$ cat config.mk
export PLATFORM = sky130hd
export DESIGN_NAME = gray_arbiter_flat
export DESIGN_NICKNAME = d
export VERILOG_FILES = /design/src/rtl/gray_pkg.sv /design/src/rtl/gray_arbiter_if.sv /design/src/rtl/gray_arbiter_engine.sv /design/src/rtl/gray_arbiter.sv /design/src/flat_wrapper.sv
export SDC_FILE = /design/constraint.sdc
export NUM_CORES = 1
export LEC_CHECK = 0
export ABC_AREA = 1
export BUFFER_PORTS_ARGS = -buffer_cell sky130_fd_sc_hd__clkbuf_2
export CAP_MARGIN = 20
export CORE_ASPECT_RATIO = 2
export CORE_MARGIN = 4
export CORE_UTILIZATION = 40
export DETAILED_ROUTE_END_ITERATION = 10
export MAX_ROUTING_LAYER = met4
export PLACE_DENSITY = 0.67
export SETUP_SLACK_MARGIN = 0.02
export SYNTH_ARGS = -nofsm -noshare
export SYNTH_HDL_FRONTEND = slang
export SYNTH_HIERARCHICAL = 1
export SYNTH_SLANG_ARGS = --single-unit
$ cat constraint.sdc
create_clock -name i_clk -period 8.6 [get_ports i_clk]
set_clock_uncertainty 0.15 [all_clocks]
set_input_delay 0.43 -clock i_clk [delete_from_list [all_inputs] [get_ports i_clk]]
set_output_delay 0.43 -clock i_clk [all_outputs]
set_load 0.02 [all_outputs]
$ cat src/rtl/gray_pkg.sv
`default_nettype none
// +------------------------------------------------------------------+
// | gray_pkg : block sizes, arbiter state type, rgb->gray arithmetic |
// | Rev 1.0                                                          |
// +------------------------------------------------------------------+
package gray_pkg;

    localparam int BLOCK_BYTES = 243;
    localparam int PIXELS      = BLOCK_BYTES / 3;

    localparam logic [7:0] BYTE_LAST = 8'(BLOCK_BYTES - 1);
    localparam logic [6:0] PIX_LAST  = 7'(PIXELS - 1);

    typedef enum logic [1:0] {
        IDLE  = 2'd0,
        LOAD  = 2'd1,
        DRAIN = 2'd2
    } arb_state_t;

    // Fixed-point BT.601 weights with rounding; result fits in 8 bits.
    function automatic logic [7:0] rgb_to_gray(input logic [7:0] r,
                                               input logic [7:0] g,
                                               input logic [7:0] b);
        logic [22:0] acc;
        acc = 23'd2048
            + 23'd1225 * {15'd0, r}
            + 23'd2404 * {15'd0, g}
            + 23'd467  * {15'd0, b};
        return 8'(acc >> 12);
    endfunction

endpackage
`default_nettype wire

$ cat src/rtl/gray_arbiter_if.sv
`default_nettype none
// +------------------------------------------------------------------+
// | gray_arbiter_if : requester-side and result-side bus bundle      |
// | Rev 1.0                                                          |
// +------------------------------------------------------------------+
interface gray_arbiter_if;

    logic        i_req0;
    logic        i_req1;
    logic        i_vld0;
    logic        i_vld1;
    logic [7:0]  i_data0;
    logic [7:0]  i_data1;
    logic        o_gnt0;
    logic        o_gnt1;
    logic [7:0]  o_gray;
    logic        o_gvld0;
    logic        o_gvld1;
    logic        o_last;
    logic        o_busy;
    logic [15:0] o_cnt0;
    logic [15:0] o_cnt1;

    modport master (
        output i_req0, i_req1, i_vld0, i_vld1, i_data0, i_data1,
        input  o_gnt0, o_gnt1, o_gray, o_gvld0, o_gvld1, o_last, o_busy,
               o_cnt0, o_cnt1
    );

    modport slave (
        input  i_req0, i_req1, i_vld0, i_vld1, i_data0, i_data1,
        output o_gnt0, o_gnt1, o_gray, o_gvld0, o_gvld1, o_last, o_busy,
               o_cnt0, o_cnt1
    );

endinterface
`default_nettype wire

$ cat src/rtl/gray_arbiter_engine.sv
`default_nettype none
// +------------------------------------------------------------------+
// | gray_arbiter_engine : buffers one 81-pixel block, then streams   |
// | its gray values out one per cycle.  Rev 1.0                      |
// +------------------------------------------------------------------+
module gray_arbiter_engine
    import gray_pkg::*;
(
    input  logic       i_clk,
    input  logic       i_rst,
    input  logic       i_en,
    input  logic [7:0] i_byte,
    output logic       o_valid,
    output logic [7:0] o_gray
);

    logic       en_q;
    logic [7:0] byte_q;
    logic [1:0] phase_q;
    logic [7:0] red_q;
    logic [7:0] grn_q;
    logic [6:0] wr_idx_q;
    logic [6:0] rd_idx_q;
    logic       run_q;
    logic       valid_q;
    logic [7:0] gray_q;
    logic [7:0] mem_q [PIXELS];

    always_ff @(posedge i_clk) begin
        if (i_rst) begin
            en_q     <= 1'b0;
            byte_q   <= 8'd0;
            phase_q  <= 2'd0;
            red_q    <= 8'd0;
            grn_q    <= 8'd0;
            wr_idx_q <= 7'd0;
            rd_idx_q <= 7'd0;
            run_q    <= 1'b0;
            valid_q  <= 1'b0;
            gray_q   <= 8'd0;
        end else begin
            en_q    <= i_en;
            byte_q  <= i_byte;
            valid_q <= run_q;
            if (run_q) begin
                gray_q <= mem_q[rd_idx_q];
                if (rd_idx_q == PIX_LAST) begin
                    run_q <= 1'b0;
                end else begin
                    rd_idx_q <= rd_idx_q + 7'd1;
                end
            end
            // The blue byte completes a pixel; the 81st pixel starts playback.
            if (en_q) begin
                case (phase_q)
                    2'd0: begin
                        red_q   <= byte_q;
                        phase_q <= 2'd1;
                    end
                    2'd1: begin
                        grn_q   <= byte_q;
                        phase_q <= 2'd2;
                    end
                    default: begin
                        phase_q <= 2'd0;
                        if (wr_idx_q == PIX_LAST) begin
                            wr_idx_q <= 7'd0;
                            rd_idx_q <= 7'd0;
                            run_q    <= 1'b1;
                        end else begin
                            wr_idx_q <= wr_idx_q + 7'd1;
                        end
                    end
                endcase
            end
        end
    end

    always_ff @(posedge i_clk) begin
        if (en_q && (phase_q == 2'd2)) begin
            mem_q[wr_idx_q] <= rgb_to_gray(red_q, grn_q, byte_q);
        end
    end

    assign o_valid = valid_q;
    assign o_gray  = gray_q;

endmodule
`default_nettype wire

$ cat src/rtl/gray_arbiter.sv
`default_nettype none
// +------------------------------------------------------------------+
// | gray_arbiter : round-robin sharing of one rgb2gray engine by two |
// | block requesters.  Rev 1.0                                       |
// +------------------------------------------------------------------+
module gray_arbiter
    import gray_pkg::*;
(
    input  logic          i_clk,
    input  logic          i_rst,
    gray_arbiter_if.slave bus
);

    arb_state_t  state_q, state_d;
    logic        sel_q, sel_d;
    logic        last_srv_q, last_srv_d;
    logic [7:0]  byte_cnt_q, byte_cnt_d;
    logic [6:0]  res_cnt_q, res_cnt_d;
    logic [15:0] cnt0_q, cnt0_d;
    logic [15:0] cnt1_q, cnt1_d;

    logic        w_vld;
    logic        w_en;
    logic [7:0]  w_byte;
    logic        w_res;
    logic        w_last;
    logic        w_eng_vld;
    logic [7:0]  w_eng_gray;

    gray_arbiter_engine u_engine (
        .i_clk   (i_clk),
        .i_rst   (i_rst),
        .i_en    (w_en),
        .i_byte  (w_byte),
        .o_valid (w_eng_vld),
        .o_gray  (w_eng_gray)
    );

    always_comb begin
        w_vld      = sel_q ? bus.i_vld1  : bus.i_vld0;
        w_byte     = sel_q ? bus.i_data1 : bus.i_data0;
        w_en       = (state_q == LOAD) && w_vld;
        w_res      = (state_q == DRAIN) && w_eng_vld;
        w_last     = w_res && (res_cnt_q == PIX_LAST);

        state_d    = state_q;
        sel_d      = sel_q;
        last_srv_d = last_srv_q;
        byte_cnt_d = byte_cnt_q;
        res_cnt_d  = res_cnt_q;
        cnt0_d     = cnt0_q;
        cnt1_d     = cnt1_q;

        case (state_q)
            IDLE: begin
                // On a tie the requester not served last wins.
                if (bus.i_req0 || bus.i_req1) begin
                    sel_d   = (bus.i_req0 && bus.i_req1) ? ~last_srv_q : bus.i_req1;
                    state_d = LOAD;
                end
            end
            LOAD: begin
                if (w_en) begin
                    if (byte_cnt_q == BYTE_LAST) begin
                        byte_cnt_d = 8'd0;
                        state_d    = DRAIN;
                    end else begin
                        byte_cnt_d = byte_cnt_q + 8'd1;
                    end
                end
            end
            DRAIN: begin
                if (w_res) begin
                    if (w_last) begin
                        res_cnt_d  = 7'd0;
                        last_srv_d = sel_q;
                        state_d    = IDLE;
                        if (sel_q) cnt1_d = cnt1_q + 16'd1;
                        else       cnt0_d = cnt0_q + 16'd1;
                    end else begin
                        res_cnt_d = res_cnt_q + 7'd1;
                    end
                end
            end
            default: state_d = IDLE;
        endcase
    end

    always_ff @(posedge i_clk) begin
        if (i_rst) begin
            state_q    <= IDLE;
            sel_q      <= 1'b0;
            last_srv_q <= 1'b1;
            byte_cnt_q <= 8'd0;
            res_cnt_q  <= 7'd0;
            cnt0_q     <= 16'd0;
            cnt1_q     <= 16'd0;
        end else begin
            state_q    <= state_d;
            sel_q      <= sel_d;
            last_srv_q <= last_srv_d;
            byte_cnt_q <= byte_cnt_d;
            res_cnt_q  <= res_cnt_d;
            cnt0_q     <= cnt0_d;
            cnt1_q     <= cnt1_d;
        end
    end

    assign bus.o_busy  = (state_q != IDLE);
    assign bus.o_gnt0  = (state_q != IDLE) && !sel_q;
    assign bus.o_gnt1  = (state_q != IDLE) &&  sel_q;
    assign bus.o_gray  = w_res ? w_eng_gray : 8'd0;
    assign bus.o_gvld0 = w_res && !sel_q;
    assign bus.o_gvld1 = w_res &&  sel_q;
    assign bus.o_last  = w_last;
    assign bus.o_cnt0  = cnt0_q;
    assign bus.o_cnt1  = cnt1_q;

endmodule
`default_nettype wire

$ cat src/flat_wrapper.sv
// flat-port wrapper written by rule: the top's interface ports become plain ports
module gray_arbiter_flat import gray_pkg::*;
  (i_clk, i_rst, bus_i_req0, bus_i_req1, bus_i_vld0, bus_i_vld1, bus_i_data0, bus_i_data1, bus_o_gnt0, bus_o_gnt1, bus_o_gray, bus_o_gvld0, bus_o_gvld1, bus_o_last, bus_o_busy, bus_o_cnt0, bus_o_cnt1);
  gray_arbiter_if bus_i ();
  input  logic i_clk;
  input  logic i_rst;
  input wire logic [$bits(bus_i.i_req0)-1:0] bus_i_req0;
  input wire logic [$bits(bus_i.i_req1)-1:0] bus_i_req1;
  input wire logic [$bits(bus_i.i_vld0)-1:0] bus_i_vld0;
  input wire logic [$bits(bus_i.i_vld1)-1:0] bus_i_vld1;
  input wire logic [$bits(bus_i.i_data0)-1:0] bus_i_data0;
  input wire logic [$bits(bus_i.i_data1)-1:0] bus_i_data1;
  output wire logic [$bits(bus_i.o_gnt0)-1:0] bus_o_gnt0;
  output wire logic [$bits(bus_i.o_gnt1)-1:0] bus_o_gnt1;
  output wire logic [$bits(bus_i.o_gray)-1:0] bus_o_gray;
  output wire logic [$bits(bus_i.o_gvld0)-1:0] bus_o_gvld0;
  output wire logic [$bits(bus_i.o_gvld1)-1:0] bus_o_gvld1;
  output wire logic [$bits(bus_i.o_last)-1:0] bus_o_last;
  output wire logic [$bits(bus_i.o_busy)-1:0] bus_o_busy;
  output wire logic [$bits(bus_i.o_cnt0)-1:0] bus_o_cnt0;
  output wire logic [$bits(bus_i.o_cnt1)-1:0] bus_o_cnt1;
  assign bus_i.i_req0 = bus_i_req0;
  assign bus_i.i_req1 = bus_i_req1;
  assign bus_i.i_vld0 = bus_i_vld0;
  assign bus_i.i_vld1 = bus_i_vld1;
  assign bus_i.i_data0 = bus_i_data0;
  assign bus_i.i_data1 = bus_i_data1;
  assign bus_o_gnt0 = bus_i.o_gnt0;
  assign bus_o_gnt1 = bus_i.o_gnt1;
  assign bus_o_gray = bus_i.o_gray;
  assign bus_o_gvld0 = bus_i.o_gvld0;
  assign bus_o_gvld1 = bus_i.o_gvld1;
  assign bus_o_last = bus_i.o_last;
  assign bus_o_busy = bus_i.o_busy;
  assign bus_o_cnt0 = bus_i.o_cnt0;
  assign bus_o_cnt1 = bus_i.o_cnt1;
  gray_arbiter u_core (.i_clk(i_clk), .i_rst(i_rst), .bus(bus_i));
endmodule
==> reports/summary.md, run 1 <==
- run status: completed
- WP data arrival: 7.60 ns
- number of vias in the routed layout: 26.42k
- Std-Cell Rows: 158
- sum of negative setup slack: 0 ns
- Final Max Tran Viols: 0
- number of filler instances in the final layout: 8612
- worst max-slew margin expressed relative to the limit: 7.746%
- die extent in y: 440.1 µm
- initial antenna violation count: 2
- portion of the clock cycle consumed by the worst path in the final layout: 86.50%
- Synth Area per Inst: 9.635 µm²
- aggregate global routing overflow: 0
- max-capacitance violation count: 0
- number of cells upsized or downsized after cts: 0
- total power after layout: 9.681 mW
- worst vdd ir: 0.3491 mV
- min-delay worst type: input pin to flip-flop
- number of setup violations in the final report: 0
- GRT Total Usage: 20.31%
- syn_nets: 4117
- fin crit period: 7.439 ns
- remaining antenna violation count: 0
- library cells used by synthesis: 51
- transition time at the pin with the least slew margin: 1.384 ns
- Inserted Clock Buffers: 61
- Floorplan Core Area: 0.09272 mm²
- HPWL reported at the end of detailed placement: 65180 µm
- H-tree lvl count: 2
- global-route wire length before repair: 149700 µm
- largest net degree at the start of global routing: 228
- area delta synth->final: 10.01%
- Leak: 17.41 nW
- effective utilization at floorplan: 40.28%
- via density per instance: 5.104
- Storage cell area: 0.02151 mm²
- num ports: 68
- number of input and output port buffers inserted: 67
- footprint of the multi-input gates: 0.01292 mm²
- Residual DRC: 0
- TritonCTS sink count: 750
- gpl congestion: 0.9767
- Placed Cells incl. Taps: 5040
- sum of routed wire length over all layers: 99630 µm
- worst slack at placement: 1.161 ns
- Final Net Count: 4168
- number of hold violations in the final report: 0
- synth top area cells: sky130_fd_sc_hd__edfxtp_1 52%, sky130_fd_sc_hd__nand2_1 11%, sky130_fd_sc_hd__inv_1 5.8%, sky130_fd_sc_hd__dfxtp_1 5.5%, sky130_fd_sc_hd__ha_1 4.6%
- FF+latch count, synth: 750
- detail-routed net length per standard cell: 19.25 µm
- crit end category: flip-flop
- clk buf depth: 3
- area share of the largest cell type after synthesis: 52.11%
- startpoint kind of the worst setup timing path: flip-flop
- via count of the first global-routing pass: 26.04k
- latest clock arrival within the worst-skew pair: 0.65 ns
- full die area: 0.09861 mm²
- most area-hungry cell type in the Yosys netlist: sky130_fd_sc_hd__edfxtp_1
- flop2flop setup slack: 1.16 ns
- Post-Route Utilization: 44.31%
- summed instance area of the synthesized netlist: 0.03734 mm²
- width of the die: 224.1 µm
- cell at the root of the clock tree: sky130_fd_sc_hd__clkbuf_16
- worst setup path class: flip-flop to flip-flop
- top library cells by usage in the layout, fill and taps aside: 1044 x sky130_fd_sc_hd__nand2_1, 648 x sky130_fd_sc_hd__edfxtp_1, 573 x sky130_fd_sc_hd__inv_1
- clock edge transition at the registers on the reported setup and hold paths: 0.07 ns
- most common cell after layout, fill and taps aside: sky130_fd_sc_hd__nand2_1
- CTS tree: built
- required time at the worst-slack endpoint: 8.76 ns
- highest net fanout along the worst path: 81
- yosys synthesis warning count: 6
- non-filler cells in the finished layout: 5175
- Max Clock Freq: 0.1344 GHz
- total power divided by cell area: 235.7 mW/mm²
- number of cells produced by synthesis: 3876
- number of iterations in the first detailed-routing pass: 6
- Worst Slack Setup Final: 1.161 ns
- sequential element share of the synthesized area: 57.57%
- violation count after the first detailed-routing iteration: 1992
- ratio of cells with drive above 1 in the final layout: 6.517%
- unrepaired setup endpoints after global routing: no
worst max-delay path, stage by stage (launching register included):
cell and delay, ns:
sky130_fd_sc_hd__dfxtp_1 0.50, sky130_fd_sc_hd__ha_1 0.30, sky130_fd_sc_hd__ha_1 0.27, sky130_fd_sc_hd__inv_1 0.04, sky130_fd_sc_hd__fa_1 0.47, sky130_fd_sc_hd__inv_1 0.04, sky130_fd_sc_hd__ha_1 0.23, sky130_fd_sc_hd__fa_1 0.49
sky130_fd_sc_hd__ha_1 0.28, sky130_fd_sc_hd__inv_1 0.05, sky130_fd_sc_hd__fa_1 0.49, sky130_fd_sc_hd__inv_1 0.06, sky130_fd_sc_hd__fa_1 0.50, sky130_fd_sc_hd__inv_1 0.06, sky130_fd_sc_hd__fa_1 0.54, sky130_fd_sc_hd__inv_1 0.05
sky130_fd_sc_hd__fa_1 0.44, sky130_fd_sc_hd__ha_1 0.34, sky130_fd_sc_hd__a21o_1 0.18, sky130_fd_sc_hd__a31oi_1 0.16, sky130_fd_sc_hd__a21boi_0 0.32, sky130_fd_sc_hd__o21ai_0 0.26, sky130_fd_sc_hd__xor2_4 0.18, sky130_fd_sc_hd__buf_4 0.66
routing by layer:
metal  up-vias  wire [µm]  GRT usage, %
li1      12580          -             -
met1     12680      33920         20.13
met2       846      54230         37.99
met3       311       4608         2.046
met4         0       6864         12.18
met5         -          0             -
Yosys cell counts, drive strengths merged:
cell type	count
a21oi	116
o21a	1
edfxtp	648
a21o	5
xnor2	7
o22ai	8
fa	81
nor3b	3
buf	111
o31ai	1
a211oi	3
clkbuf	37
a31oi	5
inv	581
a21boi	1
nand2	1054
a31o	1
dfxtp	102
ha	138
nor2	449
nor4	4
or2	11
clkinv	2
xor2	21
o21ai	197
nand4	24
o21bai	5
and3	1
nand3b	1
o211ai	8
and2	1
nor3	25
nand3	224
logic make-up (layout without fill, tap and decap cells):
logic type / Yosys count / count (layout) / share of synthesized area (%)
AOI/OAI and AO/OA: 351 / 351 / 4.918
xor gates and xnor gates: 28 / 28 / 0.6567
adders and majority gates: 219 / 219 / 8.966
buffers and inverters: 731 / 829 / 8.279
DFF: 750 / 750 / 57.57
other: 0 / 1 / 0
and+or+nand+nor: 1797 / 1797 / 19.61
through the flow:
stage	area, µm²	hold slack [ns]
after floorplan	37340	0.2787
after global placement	38840	0.3090
after detailed placement	38870	0.3154
after CTS	41040	0.1004
after global routing	41080	0.2130
final	41080	0.1342
report_power, final:
part | internal, mW | switching [mW] | total [mW]
Clock | 1.51 | 1.29 | 2.80
Sequential | 5.05 | 0.0177 | 5.07
Combinational | 0.371 | 1.44 | 1.81
layout make-up:
class	count	share of cell area (%)
clock buffer	74	3.911
clock inverter	36	0.8863
antenna	1	0.006091
sequential	750	52.35
inverter	583	5.363
timing repair buffer	136	2.366
multi-input combinational	2395	31.46
tap	1200	3.655
repair_timing:
item	CTS	global route
endpoints found under the hold margin	10	0
setup buffers	0	0
setup endpoints to repair	0	0
hold buffers	20	0
path summary, 6_finish.rpt:
path / startpoint / to / depth (start not counted)
min reg2reg: u_core/byte_cnt_q[6] / u_core/byte_cnt_q[6] / 2
max: u_core/u_engine/grn_q[5] / u_core/u_engine/mem_q[23][1] / 23
max reg2reg: u_core/u_engine/grn_q[5] / u_core/u_engine/mem_q[23][1] / 23
min: bus_i_vld0 / u_core/state_q[0] / 6
registers in the layout (all words and copies together), names as in the netlist:
signal                    count
u_core/u_engine/mem_q       648
u_core/last_srv_q             1
u_core/u_engine/byte_q        8
u_core/u_engine/wr_idx_q      7
u_core/bus.o_cnt1            16
u_core/u_engine/o_valid       1
u_core/byte_cnt_q             8
u_core/state_q                2
u_core/u_engine/run_q         1
u_core/u_engine/grn_q         8
u_core/res_cnt_q              7
u_core/u_engine/o_gray        8
u_core/u_engine/en_q          1
u_core/u_engine/rd_idx_q      7
u_core/bus.o_cnt0            16
u_core/sel_q                  1
u_core/u_engine/phase_q       2
u_core/u_engine/red_q         8
No activity file was read; power rests on OpenSTA's default activity.
==> inputs of run 2 (changes only) <==
Settings changed: PLACE_DENSITY 0.67 to 0.65.
Clock period 8.6 ns to 6.85 ns, I/O delays scaled along.
==> reports/summary.md, run 2 (synthesized netlist as in run 1, its figures left out) <==
- number of hold violations in the final report: 0, unchanged
- gpl congestion: 0.9003, was 0.9767
- post-detailed-placement cell area: 0.03927 mm², was 0.03887 mm²
- top library cells by usage in the layout, fill and taps aside: 1038 x sky130_fd_sc_hd__nand2_1, 648 x sky130_fd_sc_hd__edfxtp_1, 569 x sky130_fd_sc_hd__inv_1, was 1044 x sky130_fd_sc_hd__nand2_1, 648 x sky130_fd_sc_hd__edfxtp_1, 573 x sky130_fd_sc_hd__inv_1
- transition time at the pin with the least slew margin: 1.145 ns, was 1.384 ns
- Final Max Tran Viols: 0, unchanged
- Inserted Clock Buffers: 57, was 61
- area of all placed cells without fillers: 0.04229 mm², was 0.04108 mm²
- aggregate global routing overflow: 0, unchanged
- WP data arrival: 6.94 ns, was 7.60 ns
- portion of the clock cycle consumed by the worst path in the final layout: 98.00%, was 86.50%
- most common cell after layout, fill and taps aside: sky130_fd_sc_hd__nand2_1, unchanged
- Post-Route Utilization: 45.61%, was 44.31%
- Worst Slack Setup Final: 0.1368 ns, was 1.161 ns
- effective utilization at floorplan: 40.28%, unchanged
- worst setup path class: flip-flop to flip-flop, unchanged
- die extent in y: 440.1 µm, unchanged
- worst vdd ir: 0.3572 mV, was 0.3491 mV
- clk buf depth: 3, unchanged
- via count of the first global-routing pass: 26.49k, was 26.04k
- violation count after the first detailed-routing iteration: 1992, unchanged
- ratio of cells with drive above 1 in the final layout: 9.564%, was 6.517%
- min-delay worst type: input pin to flip-flop, unchanged
- TritonCTS sink count: 750, unchanged
- cell at the root of the clock tree: sky130_fd_sc_hd__clkbuf_16, unchanged
- full die area: 0.09861 mm², unchanged
- max-capacitance violation count: 0, unchanged
- detail-routed net length per standard cell: 18.98 µm, was 19.25 µm
- Max Clock Freq: 0.1490 GHz, was 0.1344 GHz
- num ports: 68, unchanged
- clock edge transition at the registers on the reported setup and hold paths: 0.07 ns, about the same
- Floorplan Core Area: 0.09272 mm², unchanged
- Std-Cell Rows: 158, unchanged
- cell with the biggest individual delay on the critical path: sky130_fd_sc_hd__fa_1, was sky130_fd_sc_hd__buf_4
- required time at the worst-slack endpoint: 7.08 ns, was 8.76 ns
- number of setup violations in the final report: 0, unchanged
- number of vias in the routed layout: 26.48k, was 26.42k
- Critical Path Most Common Cell: sky130_fd_sc_hd__fa_1
- global-route wire length before repair: 150200 µm, was 149700 µm
- crit end category: flip-flop, unchanged
- Antenna Cells: 0, was 1
- total power after layout: 13.08 mW, was 9.681 mW
- worst hold slack: 0.08347 ns, was 0.1342 ns
- worst slack at placement: -0.1803 ns, was 1.161 ns
- Final Net Count: 4230, was 4168
- H-tree lvl count: 2, unchanged
- highest net fanout along the worst path: 5, was 81
- width of the die: 224.1 µm, unchanged
- startpoint kind of the worst setup timing path: flip-flop, unchanged
- GRT Total Usage: 20.21%, was 20.31%
- Leak: 17.91 nW, was 17.41 nW
- run status: completed, unchanged
- largest net degree at the start of global routing: 192, was 228
- Most flops, register: u_core/u_engine/mem_q, unchanged
- unrepaired setup endpoints after global routing: yes, was no
- fin crit period: 6.713 ns, was 7.439 ns
- latest clock arrival within the worst-skew pair: 0.64 ns, was 0.65 ns
- via density per instance: 5.056, was 5.104
- total power divided by cell area: 309.4 mW/mm², was 235.7 mW/mm²
- sum of routed wire length over all layers: 99390 µm, was 99630 µm
- number of iterations in the first detailed-routing pass: 7, was 6
- number of input and output port buffers inserted: 67, unchanged
- Residual DRC: 0, unchanged
- worst max-slew margin expressed relative to the limit: 23.41%, was 7.746%
- CTS tree: built, unchanged
- HPWL reported at the end of detailed placement: 64500 µm, was 65180 µm
- flip-flop count of the largest register after layout: 648, unchanged
- area delta synth->final: 13.24%, was 10.01%
- initial antenna violation count: 0, was 2
- delay of the slowest cell on the worst path: 0.58 ns, was 0.66 ns
- remaining antenna violation count: 0, unchanged
[run 2: timing repair]
| action | 4_1_cts | 5_1_grt |
|---|---|---|
| endpoints found under the setup margin | 411 | 549 |
| endpoints found under the hold margin | 10 | 0 |
| buffers inserted | 9 | 11 |
| hold buffers | 21 | 0 |
| pin swaps | 6 | 25 |
| gates cloned | 2 | 8 |
| gates resized for setup | 11 | 69 |
[run 2: per-layer routing]
layer  track usage (%)  vias to the layer above  routed length [µm]
li1                  -                    12690                   -
met5                 -                        -                   0
met3             2.026                      262                4452
met1             20.20                    12720               33750
met4             10.41                        0                6190
met2             38.46                      797               54990
[run 2: layout make-up]
class	instances	area [µm²]
clock buffers	64	1473
clock inverters	42	506.7
fillers	8546	50430
inverters	583	2201
multi-input cells	2396	13270
flip-flops and latches	750	21520
well taps	1200	1501
repair buffers	201	1815
[run 2: worst paths after layout]
path	startpoint	end	slack, ns	depth (start not counted)
max	u_core/u_engine/grn_q[6]	u_core/u_engine/mem_q[49][7]	0.14	26
min	i_rst	u_core/u_engine/byte_q[4]	0.08	3
max reg2reg	u_core/u_engine/grn_q[6]	u_core/u_engine/mem_q[49][7]	0.14	26
min reg2reg	u_core/byte_cnt_q[6]	u_core/byte_cnt_q[6]	0.33	2
[run 2: through the flow]
step	instances	TNS [ns]
after CTS	5213	0
after floorplan	3876	-22.25
after global routing	5236	-3.437
after detailed placement	5075	-34.68
final	5236	0
after global placement	5071	-30.22
[run 2: critical path, delay by kind of cell (launching register included)]
family | cells | cell delay [ns]
buffers and inverters | 9 | 0.91
XOR/XNOR | 2 | 0.26
flip-flops | 1 | 0.37
adder cells (fa/ha/maj) | 10 | 4.12
AND/OR/NAND/NOR | 5 | 0.65
[run 2: power breakdown]
group	total (mW)	leakage [nW]	switching [mW]	internal, mW
sequential	6.33	6.59	0.0218	6.31
clock	3.57	0.969	1.60	1.97
combinational	3.18	10.4	2.09	1.08
